===== config.mk =====
export PLATFORM = sky130hd
export DESIGN_NAME = flit_router_n
export DESIGN_NICKNAME = d
export VERILOG_FILES = /design/src/rtl/flit_router_n.sv
export SDC_FILE = /design/constraint.sdc
export NUM_CORES = 1
export LEC_CHECK = 0
export CORE_MARGIN = 1
export CORE_UTILIZATION = 58
export DETAILED_ROUTE_END_ITERATION = 10
export PLACE_DENSITY = 0.85
export SLEW_MARGIN = 25
export SYNTH_ARGS = -nofsm -noshare
export SYNTH_HDL_FRONTEND = slang
export SYNTH_SLANG_ARGS = --single-unit
export TNS_END_PERCENT = 10

===== constraint.sdc =====
create_clock -name clk -period 7.8 [get_ports clk]
set_input_delay 1.56 -clock clk [delete_from_list [all_inputs] [get_ports clk]]
set_output_delay 1.56 -clock clk [all_outputs]
set_load 0.05 [all_outputs]

===== src/rtl/flit_router_n.sv =====
// flit_router_n: single-input, NPORTS-output wormhole forwarding stage.
// Flits are buffered in a DEPTH-entry FIFO. The head flit picks the output port, and that
// route stays locked until the tail flit has gone. Packets with an illegal destination are
// dropped, protocol errors set a sticky flag, and dropped flits are counted.
module flit_router_n #(
  parameter int unsigned DW     = 8,
  parameter int unsigned NPORTS = 4,
  parameter int unsigned PW     = 2,
  parameter int unsigned DEPTH  = 4
) (
  input  logic              clk,
  input  logic              rst,
  input  logic              lvalid,
  output logic              lrdy,
  input  logic [DW-1:0]     ldata,
  output logic [NPORTS-1:0] rvalid,
  input  logic [NPORTS-1:0] rrdy,
  output logic [DW-1:0]     rdata,
  output logic              busy,
  output logic [PW-1:0]     route,
  output logic              err,
  output logic [7:0]        drop_cnt
);

  localparam int unsigned AW = (DEPTH > 1) ? $clog2(DEPTH) : 1;
  localparam int unsigned CW = AW + 1;

  localparam logic [1:0] TyIllegal = 2'b00;
  localparam logic [1:0] TyHead    = 2'b01;
  localparam logic [1:0] TyTail    = 2'b11;

  typedef enum logic [1:0] {StIdle, StFwd, StDrop} state_e;

  logic [DW-1:0] mem_q [DEPTH];
  logic [AW-1:0] wptr_q, rptr_q;
  logic [CW-1:0] cnt_q;

  state_e        state_q, state_d;
  logic [PW-1:0] route_q, route_d;
  // Set while the locked packet's own head is still at the FIFO front.
  logic          first_q, first_d;
  logic          err_q;
  logic [7:0]    drop_q;

  logic          empty, full;
  logic          push, push_ok, push_bad;
  logic          pop, drop_pop, err_fsm;
  logic [DW-1:0] front;
  logic [1:0]    front_ty;
  logic [PW-1:0] front_port;
  logic [8:0]    drop_sum;

  // FIFO status, push qualification and front-entry decode
  always_comb begin
    empty      = (cnt_q == '0);
    full       = (cnt_q == CW'(DEPTH));
    push       = lvalid && !full;
    push_bad   = push && (ldata[DW-1:DW-2] == TyIllegal);
    push_ok    = push && !push_bad;
    front      = mem_q[rptr_q];
    front_ty   = front[DW-1:DW-2];
    front_port = front[DW-3:DW-2-PW];
  end

  // FIFO storage and pointers; illegal flits are accepted but never written
  always_ff @(posedge clk or posedge rst) begin
    if (rst) begin
      mem_q  <= '{default: '0};
      wptr_q <= '0;
      rptr_q <= '0;
      cnt_q  <= '0;
    end else begin
      if (push_ok) begin
        mem_q[wptr_q] <= ldata;
        wptr_q        <= wptr_q + 1'b1;
      end
      if (pop) begin
        rptr_q <= rptr_q + 1'b1;
      end
      cnt_q <= cnt_q + CW'(push_ok) - CW'(pop);
    end
  end

  // Route FSM next-state, pop control and per-port valid
  always_comb begin
    state_d  = state_q;
    route_d  = route_q;
    first_d  = first_q;
    pop      = 1'b0;
    drop_pop = 1'b0;
    err_fsm  = 1'b0;
    rvalid   = '0;
    case (state_q)
      StIdle: begin
        if (!empty) begin
          if (front_ty == TyHead) begin
            if (32'(front_port) < NPORTS) begin
              route_d = front_port;
              first_d = 1'b1;
              state_d = StFwd;
            end else begin
              pop      = 1'b1;
              drop_pop = 1'b1;
              state_d  = StDrop;
            end
          end else begin
            // Body or tail without a head.
            pop      = 1'b1;
            drop_pop = 1'b1;
            err_fsm  = 1'b1;
          end
        end
      end
      StFwd: begin
        if (!empty) begin
          if (front_ty == TyHead && !first_q) begin
            // Previous packet lost its tail; leave this head for re-decode.
            err_fsm = 1'b1;
            route_d = '0;
            state_d = StIdle;
          end else begin
            rvalid[route_q] = 1'b1;
            if (rrdy[route_q]) begin
              pop     = 1'b1;
              first_d = 1'b0;
              if (front_ty == TyTail) begin
                route_d = '0;
                state_d = StIdle;
              end
            end
          end
        end
      end
      StDrop: begin
        if (!empty) begin
          if (front_ty == TyHead) begin
            err_fsm = 1'b1;
            state_d = StIdle;
          end else begin
            pop      = 1'b1;
            drop_pop = 1'b1;
            if (front_ty == TyTail) begin
              state_d = StIdle;
            end
          end
        end
      end
      default: state_d = StIdle;
    endcase
  end

  // FSM state, locked route and head-pending flag
  always_ff @(posedge clk or posedge rst) begin
    if (rst) begin
      state_q <= StIdle;
      route_q <= '0;
      first_q <= 1'b0;
    end else begin
      state_q <= state_d;
      route_q <= route_d;
      first_q <= first_d;
    end
  end

  // Sticky error flag and saturating drop counter; up to two drops per cycle
  always_comb begin
    drop_sum = 9'(drop_q) + 9'(push_bad) + 9'(drop_pop);
  end

  // Error and drop-count registers
  always_ff @(posedge clk or posedge rst) begin
    if (rst) begin
      err_q  <= 1'b0;
      drop_q <= '0;
    end else begin
      if (push_bad || err_fsm) begin
        err_q <= 1'b1;
      end
      drop_q <= (drop_sum > 9'd255) ? 8'hFF : drop_sum[7:0];
    end
  end

  // Output assignments
  always_comb begin
    lrdy     = !full;
    rdata    = front;
    busy     = (state_q == StFwd);
    route    = route_q;
    err      = err_q;
    drop_cnt = drop_q;
  end

endmodule


Yosys cells after proc, flatten, opt, wreduce, memory -nomap -nowiden --
Cells that the tools add are included.
Word-level totals: flip-flop bits (word level) 53, input bits 15, output and inout bits 25, logic and storage cells 105
Cells by class: $add $sub $neg 6, magnitude comparators 6, eq/ne operators 13, muxes and demuxes 48, bitwise logic cells 2, reductions and logical operators 18
Operators by type and width (count):
- $bwmux 32 | 1
- $mux 8 | 4
- $mux 2 | 14
- $mux 1 | 17
- $bmux 8 s2 | 1
- $demux 8 s2 | 1
- $mux 4 | 3
- $reduce_and 6->1 | 2
- $ne 2x2->1 const B | 5
- $add 8x1->9 | 1
- $add 9x1->9 | 1
- $gt 9x8->1 const B | 1
- $ge 3x3->1 const B | 2
- $logic_and 1x1->1 | 6
- $ne 3x1->1 const B | 2
- $not 2->3 | 2
- $pmux 2 s3 | 1
- $reduce_and 5->1 | 1
- $add 2x1->2 const B | 2
- $eq 2x1->1 const B | 2
- $eq 2x2->1 const B | 2
- $logic_not 2->1 | 2
- $pmux 1 s2 | 2
- $pmux 2 s2 | 1
- 15 further kinds | 17

Longest topological paths before layout --
word-level depth 11, mapped depth 11, gate-level depth less buffers 10

Least setup slack after synthesis --
Ideal clock, no wire load.
kind register -> output, start point reg rptr_q[1], end point out rvalid[0], data arrival time 2258 ps, required time 6240 ps, slack 3982 ps, cell stages (with the launch flop) 6, buffers on the path 1, cells stage by stage dfrtp_1 -> buf_4 -> mux2_1 -> a31oi_1 -> nand2_1 -> nor3_1
On the way: word-level cells in the longest chain between the ends 9
RTL lines:
- start: declaration | line 35 | logic [AW-1:0] wptr_q, rptr_q;
- start signal: assignment | line 78 | rptr_q <= rptr_q + 1'b1;
- $not 2->3 (implied by the code) | line 60 | front = mem_q[rptr_q];
- $bmux 8 s2 | line 60
- $mux 8 (implied by the code) (2 in a row) | line 60
- $eq 2x1->1 | line 116 | if (front_ty == TyHead && !first_q) begin
- $logic_and 1x1->1 | line 116
- $mux 4 | line 116
- $mux 4 | line 115 | if (!empty) begin
- $mux 4 | line 93 | case (state_q)
- end: declaration | line 16 | output logic [NPORTS-1:0] rvalid,
Every way passes these cells. The select of a mux whose other input is x is not followed.

Worst setup path in the final report --
start point reg rptr_q[1], end point out rvalid[1]
Same word-level chain as after synthesis.

==> impl_metrics.toml <==
[placed_design]
hpwl_um = 3400
place_congestion = 0.756
dpl.cell_count = 293
pre_cts_slack_ns = 3.68
port_buffers = 39

[synth]
synth.top_cells.by_area = "dfrtp_1, mux2_1, mux4_2"
ys_types = 34
synthArstFlopShare_pct = 100
syn_nets = 230
synth_top_cell_by_area = "dfrtp_1"
synth_ff_type = "dfrtp_1"
ys_warn_count = 0
synth.cells.most_frequent = "dfrtp_1, mux2_1, nand2_1, inv_1, mux4_2"
synth-edff-count = 0
syn_area_um2 = 2620
synth-seq-area-share_pct = 50.6
synthCells = 206
synth_seq_cells = 53
synth_top_area_share_pct = 50.6
synth_area_per_cell_um2 = 12.7
yosysMostFrequentCell = "dfrtp_1"

[cells_and_area]
nNetsFinal = 272
drive_gt1_share_pct = 9.24
diodes = 0
finalNonFillerCells = 301
synthToLayoutAreaGrowth_pct = 20.9

[timing]
hold_viol_final = 0
finClkSkew_ns = 0.0100
rsz0062_at_grt = "false"
fin_setup_tns_ns = 0
max_clock_freq_mhz = 223
tightest_slew_ns = 0.631
finalSetupViolations = 0
period_share_pct = 57.5
setup_ws_ns = 3.32
max_slew_margin_pct = 57.9
slew_violations = 0
fin_crit_ns = 4.48

[die]
die-height_um = 69.2
core_um2 = 4350
die_area_um2 = 4790
die_w_um = 69.2
num_rows = 24
pin_count = 40
initial_core_util_pct = 60.2

[run]
maxCapViolCount = 0

[cts]
cts_resized = 0
ctsHtreeMaxLevel = 2
clockBufferDepth = 2
tritoncts = "built"
path_clk_slew_ns = 0.09
root_buffer = "clkbuf_8"
holdBufCountCts = 0
cts.sinks = 53
cts_buffers = 5
clock_latency_ns = 0.31
post_cts_buffers = 0

[worst_setup_path]
cp.required_ns = 6.24
critPathArrivalTime_ns = 2.92
start_kind = "register"
r2r_cells = 10
critPathLaunch = "rptr_q[1]"
worstSetupPathType = "reg2out"
rr_endpoint = "cnt_q[2]"
crit_end = "rvalid[1]"
worstReg2RegStart = "rptr_q[0]"
r2r_slack_ns = 4.62
endpoint_kind = "output port"
critical_path.max_fanout = 13

[global_routing]
grt_usage_pct = 21.7
grt_overflow_total = 0
use_met1_pct = 28.0
met3_usage_pct = 4.94
met2_usage_pct = 36.7
busiest_layer = "met2"
grt_pass1_wl_um = 8070
grt_pass1_vias = 1751
grt_max_degree = 54
antenna_found_initial = 0

[drt]
antenna_left = 0
drt_wl_total_um = 4750
drt_iter0_markers = 86
drcViolationCount = 0
vias = 1697
viasPerCell = 5.64
avgRoutedWirePerCell_um = 15.8
detail_route.first_pass.iterations = 4

[min_path]
hp-class = "reg2reg"

[outcome]
outcome = "completed"
## registers in the layout, indices dropped and copies added (netlist names)
register	count
rptr_q	2
err	1
mem_q	32
route	2
first_q	1
cnt_q	3
wptr_q	2
state_q	2
drop_cnt	8
## how the worst min path moves through the flow
| stage | startpoint | end | cells past startpoint |
|---|---|---|---|
| finish | mem_q[11] | mem_q[11] | 1 |
| global route | mem_q[21] | mem_q[21] | 1 |
| CTS | err | err | 2 |
| detailed placement | err | err | 2 |
| global placement | mem_q[13] | mem_q[13] | 1 |
| floorplan | mem_q[10] | mem_q[10] | 1 |
## final cells by class
| type | count | area [µm²] |
|---|---|---|
| multi-input cells | 135 | 1220 |
| inverters | 14 | 55.1 |
| clock inverters | 2 | 38.8 |
| fillers | 304 | 1180 |
| repair buffers | 39 | 390 |
| clock buffers | 6 | 72.6 |
| flip-flops and latches | 53 | 1330 |
| well taps | 52 | 65.1 |
## per-layer routing
layer,share of wire [%],wire (µm)
met5,0,0
met4,0.97,46
met3,3.1,147
met2,50,2390
met1,46,2170
## kinds of logic after synthesis
group           after synthesis  synth area share [%]
xor+xnor                      9                  3.01
mux                          49                  24.8
fa+ha+maj                     9                  4.87
compound gates               16                  4.34
flops                        53                  50.6
simple gates                 52                  9.59
buf+inv                      18                  2.81
## metrics by stage
step	utilization (%)	cell area, µm²	hold slack [ns]
after CTS	72.8	3170	0.500
after global routing	72.8	3170	0.520
final	72.8	3170	0.494
after global placement	70.2	3060	0.468
after detailed placement	70.3	3060	0.478
after floorplan	-	2620	0.459
## worst max-delay path, cell delays in order, from the launching register on
cell             delay (ns)
dfrtp_1                0.75
mux2_2                 0.40
a41oi_1                0.31
nand2_1                0.16
nor3_1                 0.16
clkdlybuf4s50_1        0.83
## placed cells by master (no fill, tap or decap), types with 6 or more instances in the layout
cell type        instances
nand2_1                 23
dfrtp_1                 53
mux2_1                  33
clkdlybuf4s50_1         39
mux4_2                   9
inv_1                   11
nor2_1                   6
ha_1                     7
Power is not shown: default switching activity piles up to over one toggle a cycle in this logic, so the estimate is an artifact.
